`src/rtl/pll_seq_pkg.sv`:
```
// Shared state encoding, parameter defaults and helpers for the PLL reset sequencer.
package pll_seq_pkg;

  typedef enum logic [2:0] {
    RESET_PLL = 3'd0,
    WAIT_LOCK = 3'd1,
    FILTER    = 3'd2,
    RUN       = 3'd3,
    FAULT     = 3'd4
  } pll_state_e;

  localparam int DEF_RST_CYC   = 16;
  localparam int DEF_LOCK_FILT = 1024;
  localparam int DEF_LOCK_TMO  = 500000;
  localparam int DEF_MAX_RETRY = 3;

  function automatic int max3(input int a, input int b, input int c);
    int m;
    m = (a > b) ? a : b;
    return (m > c) ? m : c;
  endfunction

endpackage

```
`src/rtl/pll_seq_sync.sv`:
```
// Two-flop synchronizer for a single asynchronous level input; clears to 0 on reset.
module sync2 (
  input  logic clk,
  input  logic rst_n,
  input  logic d,
  output logic q
);

  logic meta_reg;
  logic sync_reg;

  always_ff @(posedge clk or negedge rst_n) begin
    if (!rst_n) begin
      meta_reg <= 1'b0;
      sync_reg <= 1'b0;
    end else begin
      meta_reg <= d;
      sync_reg <= meta_reg;
    end
  end

  assign q = sync_reg;

endmodule

```
`src/rtl/pll_seq.sv`:
```
// PLL reset sequencer: pulses the PLL reset, waits for a filtered lock, then releases
// the downstream reset; retries on lock timeout and latches FAULT after too many.
module pll_seq
  import pll_seq_pkg::*;
#(
  parameter int RST_CYC   = DEF_RST_CYC,
  parameter int LOCK_FILT = DEF_LOCK_FILT,
  parameter int LOCK_TMO  = DEF_LOCK_TMO,
  parameter int MAX_RETRY = DEF_MAX_RETRY
) (
  input  logic       clkin,
  input  logic       rst_n,
  input  logic       pll_locked,
  input  logic       req_restart,
  output logic       pll_rst,
  output logic       sys_rst_n,
  output logic       ready,
  output logic       fault,
  output logic [1:0] retry_cnt,
  output logic [2:0] state
);

  localparam int CNT_W = $clog2(max3(RST_CYC, LOCK_FILT, LOCK_TMO));

  localparam logic [CNT_W-1:0] RST_LAST  = CNT_W'(RST_CYC - 1);
  localparam logic [CNT_W-1:0] TMO_LAST  = CNT_W'(LOCK_TMO - 1);
  // RUN is taken on the edge where the filter count would reach LOCK_FILT-1, so that
  // the WAIT_LOCK cycle plus the FILTER cycles add up to LOCK_FILT locked cycles.
  localparam logic [CNT_W-1:0] FILT_LAST = CNT_W'(LOCK_FILT - 2);
  localparam logic [1:0]       RETRY_MAX = 2'(MAX_RETRY);

  logic lk;

  sync2 u_lock_sync (
    .clk   (clkin),
    .rst_n (rst_n),
    .d     (pll_locked),
    .q     (lk)
  );

  pll_state_e       state_reg, state_next;
  logic [CNT_W-1:0] cnt_reg, cnt_next;
  logic [1:0]       retry_reg, retry_next;
  logic             boot_reg;
  logic             pll_rst_reg, sys_rst_n_reg, ready_reg, fault_reg;

  always_comb begin
    state_next = state_reg;
    cnt_next   = cnt_reg;
    retry_next = retry_reg;
    if (req_restart) begin
      state_next = RESET_PLL;
      cnt_next   = '0;
      retry_next = '0;
    end else if (boot_reg) begin
      // first edge after reset release restarts the pulse so it is a full RST_CYC long
      state_next = RESET_PLL;
      cnt_next   = '0;
    end else begin
      unique case (state_reg)
        RESET_PLL: begin
          if (cnt_reg == RST_LAST) begin
            state_next = WAIT_LOCK;
            cnt_next   = '0;
          end else begin
            cnt_next = cnt_reg + CNT_W'(1);
          end
        end
        WAIT_LOCK: begin
          if (lk) begin
            state_next = FILTER;
            cnt_next   = '0;
          end else if (cnt_reg == TMO_LAST) begin
            cnt_next = '0;
            if (retry_reg < RETRY_MAX) begin
              state_next = RESET_PLL;
              retry_next = retry_reg + 2'd1;
            end else begin
              state_next = FAULT;
            end
          end else begin
            cnt_next = cnt_reg + CNT_W'(1);
          end
        end
        FILTER: begin
          if (!lk) begin
            state_next = WAIT_LOCK;
            cnt_next   = '0;
          end else if (cnt_reg == FILT_LAST) begin
            state_next = RUN;
            cnt_next   = '0;
            retry_next = '0;
          end else begin
            cnt_next = cnt_reg + CNT_W'(1);
          end
        end
        RUN: begin
          if (!lk) begin
            state_next = RESET_PLL;
            cnt_next   = '0;
          end
        end
        FAULT: begin
          cnt_next = '0;
        end
        default: begin
          state_next = RESET_PLL;
          cnt_next   = '0;
        end
      endcase
    end
  end

  always_ff @(posedge clkin or negedge rst_n) begin
    if (!rst_n) begin
      state_reg     <= RESET_PLL;
      cnt_reg       <= '0;
      retry_reg     <= '0;
      boot_reg      <= 1'b1;
      pll_rst_reg   <= 1'b1;
      sys_rst_n_reg <= 1'b0;
      ready_reg     <= 1'b0;
      fault_reg     <= 1'b0;
    end else begin
      state_reg     <= state_next;
      cnt_reg       <= cnt_next;
      retry_reg     <= retry_next;
      boot_reg      <= 1'b0;
      pll_rst_reg   <= (state_next == RESET_PLL) || (state_next == FAULT);
      sys_rst_n_reg <= (state_next == RUN);
      ready_reg     <= (state_next == RUN);
      fault_reg     <= (state_next == FAULT);
    end
  end

  assign pll_rst   = pll_rst_reg;
  assign sys_rst_n = sys_rst_n_reg;
  assign ready     = ready_reg;
  assign fault     = fault_reg;
  assign retry_cnt = retry_reg;
  assign state     = state_reg;

endmodule
```
`config.mk`:
```
export PLATFORM = sky130hd
export DESIGN_NAME = pll_seq
export DESIGN_NICKNAME = d
export VERILOG_FILES = /design/src/rtl/pll_seq_pkg.sv /design/src/rtl/pll_seq_sync.sv /design/src/rtl/pll_seq.sv
export SDC_FILE = /design/constraint.sdc
export NUM_CORES = 1
export LEC_CHECK = 0
export CORE_MARGIN = 8
export CORE_UTILIZATION = 35
export CTS_CLUSTER_SIZE = 20
export DETAILED_ROUTE_END_ITERATION = 10
export SKIP_LAST_GASP = 1
export SYNTH_ARGS = -nofsm -noshare
export SYNTH_HDL_FRONTEND = slang
export SYNTH_SLANG_ARGS = --single-unit
```
`constraint.sdc`:
```
create_clock -name clkin -period 6.3 [get_ports clkin]
set_input_delay 1.26 -clock clkin [delete_from_list [all_inputs] [get_ports clkin]]
set_output_delay 1.26 -clock clkin [all_outputs]
set_load 0.01 [all_outputs]
```
# Yosys cells after proc, flatten, opt, wreduce, memory -nomap -nowiden
# Index checks and enable logic that the tools add are counted.
[totals]
reg_bits = 30
inputBits = 4
wordCells = 60
output_inout_bits = 9
[op_classes]
add_sub_neg = 2
muxes = 27
eq_ne = 16
order_cmp = 1
reduce_logical = 5
[ops]
columns = ["op", "n"]
rows = [
  ["$mux 19", 8],
  ["$pmux 19 s4", 1],
  ["$mux 3", 9],
  ["$add 19x1->19 const B", 1],
  ["$eq 19x10->1 const B", 1],
  ["$eq 19x19->1 const B", 1],
  ["$eq 19x4->1 const B", 1],
  ["$pmux 3 s5", 1],
  ["$mux 2", 7],
  ["$ne 3x3->1 const B", 4],
  ["$eq 3x2->1 const B", 3],
  ["$reduce_and 7->1", 1],
  ["$eq 3x3->1 const B", 2],
  ["$logic_not 3->1", 2],
  ["$ne 4x4->1 const B", 1],
  ["$pmux 2 s2", 1],
  ["$eq 3x1->1 const B", 1],
  ["$ne 3x2->1 const B", 1],
  ["$reduce_bool 3->1", 1],
  ["$add 2x1->2 const B", 1],
  ["$lt 2x2->1 const B", 1],
  ["$ne 2x2->1 const B", 1],
  ["$logic_or 1x1->1", 1],
]

# Depth between registers and ports, before layout
# Gate-level depths: netlist of the first run.
[depth]
word_depth = 9
depth_mapped = 8
ltp_nobuf = 7

# Hierarchy
# A second synthesis of the first run with hierarchy kept.
[hier_totals]
hier_cells = 198
hier_area_um2 = 1825.5
[modules_own_cells]
columns = ["mod", "n_inst", "area_each_um2", "cells_per_inst", "seq_area_each_um2"]
rows = [
  ["pll_seq", 1, 1775.5, 196, 703.2],
  ["sync2", 1, 50.0, 2, 50.0],
]

# Worst setup path after synthesis of the first run
# OpenSTA, ideal clock, no wires.
[synth_timing]
path_type = "input to register"
start = "input port req_restart"
end = "register cnt_reg[12]"
t_required_ns = 6.163
path_stages = 7
slack_ns = 3.708
arrival_ns = 2.455
setup_time_ns = 0.137
n_path_buf = 2
cell_sequence = "or2_2 > clkbuf_1 > nor3_1 > clkbuf_1 > nor4_1 > xnor2_1 > a21oi_1"
[synth_via]
elab_chain_cells = 1
word_cells_on_any_way = 2
cone_classes = "eq/ne (1); mux (1)"
[synth_lines]
columns = ["element", "line_no", "text"]
rows = [
  ["start, declared", "pll_seq.sv:14", "input logic req_restart,"],
  ["$ne 4x4->1 (no source line) / $mux 19 (equally long branches)", "-", ""],
  ["end signal, assigned", "pll_seq.sv:126", "cnt_reg <= cnt_next;"],
  ["end, declared", "pll_seq.sv:42", "logic [CNT_W-1:0] cnt_reg, cnt_next;"],
]
# Several ways; a longest one is shown, not always the timed one.
# A chain may end at the register's enable or synchronous reset.

# Worst setup path after layout of the first run
# Same ends and word-level chain as after synthesis.

==> results.toml, run 1 <==
[outcome]
status = "complete, no violations"

[timing]
fin_crit_ns = 3.19
fin_crit_sh = 0.506
hold_slack_ns = 0.351
fin_skew_ns = 0.00941
hold_viol = 0
fin_ws_ns = 3.11
relSlewSlack = 0.270
tns_ns = 0
worst_pin_slew_ns = 1.09
final-setup-viol-count = 0
rsz0062_at_grt = "false"
maxSlewViolCount = 0
fmax_mhz = 314

[grt]
grt_overflow = 0
antenna_found_initial = 0
track_usage = 0.111
grt_first_pass_wirelength_mm = 6.60
grt_max_degree = 31
grt_pass1_vias = 1361

[clocking]
numCtsBuffers = 5
tritoncts = "yes"
cts_root_buf = "clkbuf_8"
h-tree-depth = 2
postCtsHoldBufs = 0
clock_path_buffers = 2
cts_setup_buffers = 0
insertion_delay_ns = 0.28
cts_resized = 0
cts_sinks = 30
clk_pin_slew_ns = 0.07

[critical_path]
r2r-start = "cnt_reg[15]"
startpoint_type = "input pin"
cp-end-kind = "flop"
r2r_end = "cnt_reg[0]"
r2r_cells = 5
critPathMaxFanout = 11
r2r_slack_ns = 3.77
crit_arrival_ns = 3.33
criticalPathCategory = "in -> reg"
required_ns = 6.44

[finish]
final_common_cell = "dfrtp_1"
syn2layout_area_growth_pct = 13.3
nets = 197
largest_register_ffs = 19
design_area_sq_um = 1960
final_layout_size_suffix_gt1_frac = 0.0995
mostFrequentLayoutCells = "28 x dfrtp_1, 18 x nand2_1, 17 x a21oi_1, 12 x nand3_1, 12 x clkdlybuf4s50_1"
diodes = 0

[synthesis]
async_reset_ff_frac = 1.00
syn_inst = 181
synthesis.area_sq_um = 1730
seq_area_frac_synth = 0.435
syn-mean-instance-area_sq_um = 9.56
synth_enable_flop_cells = 0
ys.warnings.count = 0
yosysUniqueCellTypes = 46
synth-main-ff-cell = "dfrtp_1"
synthesis.nets = 188
ys_ff_latch = 30

[power]
p_leak_uw = 0.000748
ir_worst_vdd_uv = 96.9
powerDensity_nw_per_um2 = 187

[die]
die_area_sq_um = 7450
rows = 25
io_pins = 13
die_w_microns = 86.3
core_sq_um = 4750
die_h_microns = 86.3
initial_core_util = 0.364

[hold_path]
hold_path_end = "u_lock_sync.q"
hold_start = "u_lock_sync.meta_reg"
hp-class = "reg -> reg"
hold_path_depth = 0

[routing]
wl_per_cell_microns = 14.4
drcViolationCount = 0
drt-total-wl_mm = 3.71
vias = 1342
drt_iter0_drc = 116
firstDrtPassIters = 4
via_per_inst = 5.20
antenna_left = 0

[place]
place_congestion = 0.866
place_area_sq_um = 1870
preCtsSetupSlack_ns = 2.79
place_hpwl_mm = 2.68
portBuffers = 12

[run]
drv_cap = 0
==> cells in the mapped netlist, types with 3 or more instances <==
master | instances | share of area
nor3_1 | 10 | 0.029
inv_1 | 3 | 0.0065
xor2_1 | 11 | 0.056
or3_1 | 5 | 0.018
a21oi_1 | 17 | 0.049
o31ai_1 | 4 | 0.017
and4_1 | 3 | 0.015
dfrtp_1 | 28 | 0.40
nand4_1 | 7 | 0.025
nor2_1 | 7 | 0.015
clkbuf_1 | 4 | 0.0087
nand3_1 | 12 | 0.035
ha_1 | 3 | 0.022
buf_6 | 3 | 0.020
xnor2_1 | 6 | 0.030
nand2_1 | 18 | 0.039
==> layer usage <==
| metal | part of all wire | track usage | wire length (microns) |
|---|---|---|---|
| met1 | 0.49 | 0.140 | 1820 |
| met3 | 0.027 | 0.0208 | 100 |
| met5 | 0 | 0 | 0 |
| met2 | 0.46 | 0.169 | 1720 |
| met4 | 0.020 | 0.0736 | 73 |
==> area by class of cell <==
| class | count | area (sq um) |
|---|---|---|
| multi-input combinational | 137 | 893 |
| timing repair buffer | 13 | 128 |
| clock buffer | 7 | 86.3 |
| inverter | 3 | 11.3 |
| fill | 503 | 2790 |
| clock inverter | 1 | 5.00 |
| sequential | 30 | 753 |
| tap | 67 | 83.8 |
==> worst max path at each step <==
stage,start,end
2_1_floorplan,req_restart,cnt_reg[12]
3_3_place_gp,req_restart,cnt_reg[12]
3_5_place_dp,req_restart,cnt_reg[12]
4_1_cts,req_restart,cnt_reg[12]
5_1_grt,req_restart,cnt_reg[12]
6_report,req_restart,cnt_reg[12]
==> logic make-up after synthesis <==
group | share of synthesized area
AOI/OAI and AO/OA | 0.150
xor gates and xnor gates | 0.0860
adders and majority gates | 0.0217
buffers and inverters | 0.0484
DFF | 0.435
muxes | 0.00651
other | 0.00217
and+or+nand+nor | 0.250
==> where the power goes <==
| group | total [uW] | switching [uW] | internal, uW |
|---|---|---|---|
| clock | 159 | 70.7 | 88.0 |
| sequential | 196 | 1.76 | 195 |
| combinational | 11.9 | 8.13 | 3.79 |
| total | 367 | 80.6 | 286 |
==> through the flow <==
stage | instances | total power, uW | util
6_report | 258 | 367 | 0.412
5_1_grt | 258 | 382 | 0.412
4_1_cts | 258 | 372 | 0.412
3_5_place_dp | 250 | 212 | 0.393
3_3_place_gp | 250 | 212 | 0.393
2_1_floorplan | 181 | 205 | -
==> critical path, stage by stage <==
cell	delay, ns
clkdlybuf4s50_1	0.43
or2_2	0.35
nor3_1	0.89
nor4_1	0.14
xnor2_1	0.19
a21oi_1	0.06
(Power assumes the default switching activity.)
==> run 2: changes to the inputs <==
==> constraint.sdc (replaced) <==
create_clock -name clkin -period 3.23 [get_ports clkin]
set_input_delay 0.646 -clock clkin [delete_from_list [all_inputs] [get_ports clkin]]
set_output_delay 0.646 -clock clkin [all_outputs]
set_load 0.01 [all_outputs]
==> results.toml, run 2 (synthesis gave the netlist of run 1 again) <==
[routing]
via_per_inst = 5.25
drcViolationCount = 0
firstDrtPassIters = 4
antenna_left = 0
vias = 1360
drt_iter0_drc = 54
wl_per_cell_microns = 14.3
drt-total-wl_mm = 3.72

[critical_path]
cp_top_family = "compound AO/OA/AOI/OAI gates"
crit_arrival_ns = 2.61
path_cells = "or4_4, nor2_2, a21oi_1, o311ai_4, o21ai_0"
cp-end-kind = "flop"
cp.buffers_inverters = 0
crit_slowest_cell = "o311ai_4"
critPathMaxFanout = 15
startpoint_type = "flop"
criticalPathCategory = "reg -> reg"
required_ns = 3.36
critPathMaxStageDelay_ns = 0.67

[die]
initial_core_util = 0.364
io_pins = 13
die_w_microns = 86.3
rows = 25
core_sq_um = 4750
die_area_sq_um = 7450
die_h_microns = 86.3

[power]
ir_worst_vdd_uv = 144
p_leak_uw = 0.000763
powerDensity_nw_per_um2 = 391

[timing]
fmax_mhz = 404
relSlewSlack = 0.553
worst_pin_slew_ns = 0.669
tns_ns = 0
fin_crit_sh = 0.767
fin_ws_ns = 0.754
fin_skew_ns = 0.00812
final-setup-viol-count = 0
hold_viol = 0
maxSlewViolCount = 0
rsz0062_at_grt = "false"
fin_crit_ns = 2.48

[run]
drv_cap = 0

[grt]
antenna_found_initial = 0
grt_pass1_vias = 1328
track_usage = 0.107
grt_first_pass_wirelength_mm = 6.38
grt_overflow = 0
grt_max_degree = 31

[finish]
diodes = 0
final_layout_size_suffix_gt1_frac = 0.109
nFillCells = 507
final_common_cell = "dfrtp_1"
largest_register_ffs = 19
seq_area_sq_um = 753
nets = 198
multiInputGateArea_sq_um = 893
syn2layout_area_growth_pct = 14.8
mostFrequentLayoutCells = "28 x dfrtp_1, 18 x nand2_1, 17 x a21oi_1, 12 x nand3_1, 12 x clkdlybuf4s50_1"

[clocking]
h-tree-depth = 2
cts_sinks = 30
clk_pin_slew_ns = 0.07
cts_setup_buffers = 0
postCtsHoldBufs = 0
clock_path_buffers = 2
insertion_delay_ns = 0.28
tritoncts = "yes"
cts_resized = 0
cts_root_buf = "clkbuf_8"
numCtsBuffers = 5

[hold_path]
hp-class = "reg -> reg"

[place]
portBuffers = 12
preCtsSetupSlack_ns = 0.617
place_hpwl_mm = 2.64
place_congestion = 0.831

[outcome]
status = "complete, no violations"
==> run 2: cell count changes in the layout (fill, tap and decap cells not counted), sizes merged <==
cell	before	now
buf	1	2
bufinv	0	1
clkinv	1	2
clkbuf	7	5
==> run 2: layout make-up <==
type,instances,area share
multi-input combinational,137,0.450
sequential,30,0.379
timing repair buffer,14,0.0681
clock inverter,3,0.0202
inverter,3,0.00567
tap,67,0.0422
clock buffer,5,0.0347
==> run 2: per-layer routing <==
layer | up-vias | GRT usage | part of all wire
li1 | 675 | - | -
met1 | 657 | 0.134 | 0.49
met2 | 22 | 0.164 | 0.45
met3 | 6 | 0.0302 | 0.037
met4 | 0 | 0.0548 | 0.020
met5 | - | 0 | 0
==> run 2: final timing paths <==
check                      cells past startpoint       endpoint  slack [ns]                 start
setup / recovery                               5     cnt_reg[1]        0.75           cnt_reg[10]
max in group asynchronous                      2        pll_rst        2.16                 rst_n
hold reg to reg                                0  u_lock_sync.q        0.35  u_lock_sync.meta_reg
hold / removal                                 0  u_lock_sync.q        0.35  u_lock_sync.meta_reg
setup reg to reg                               5     cnt_reg[1]        0.75           cnt_reg[10]
min in group asynchronous                      2    cnt_reg[15]        0.75                 rst_n
==> run 2: worst register-to-register path, delay by kind of cell (launching register included) <==
family	cells	cell delay, ns
and+or+nand+nor	2	0.86
DFF	1	0.43
AOI/OAI and AO/OA	3	1.04
==> run 2: metrics by stage <==
step / power [uW] / hold WS [ns] / utilization / area [sq um] / cells
5_1_grt: 805 / 0.363 / 0.418 / 1990 / 259
2_1_floorplan: 400 / 0.331 / - / 1730 / 181
3_5_place_dp: 414 / 0.340 / 0.395 / 1880 / 251
3_3_place_gp: 414 / 0.333 / 0.395 / 1880 / 251
6_report: 777 / 0.351 / 0.418 / 1990 / 259
4_1_cts: 790 / 0.355 / 0.418 / 1990 / 259
==> run 2: where the power goes <==
part           leakage [uW]  switching [uW]  internal (uW)
combinational      0.000298            15.9           7.36
sequential         0.000407            3.68            379
clock             0.0000579             144            227
total              0.000763             164            613
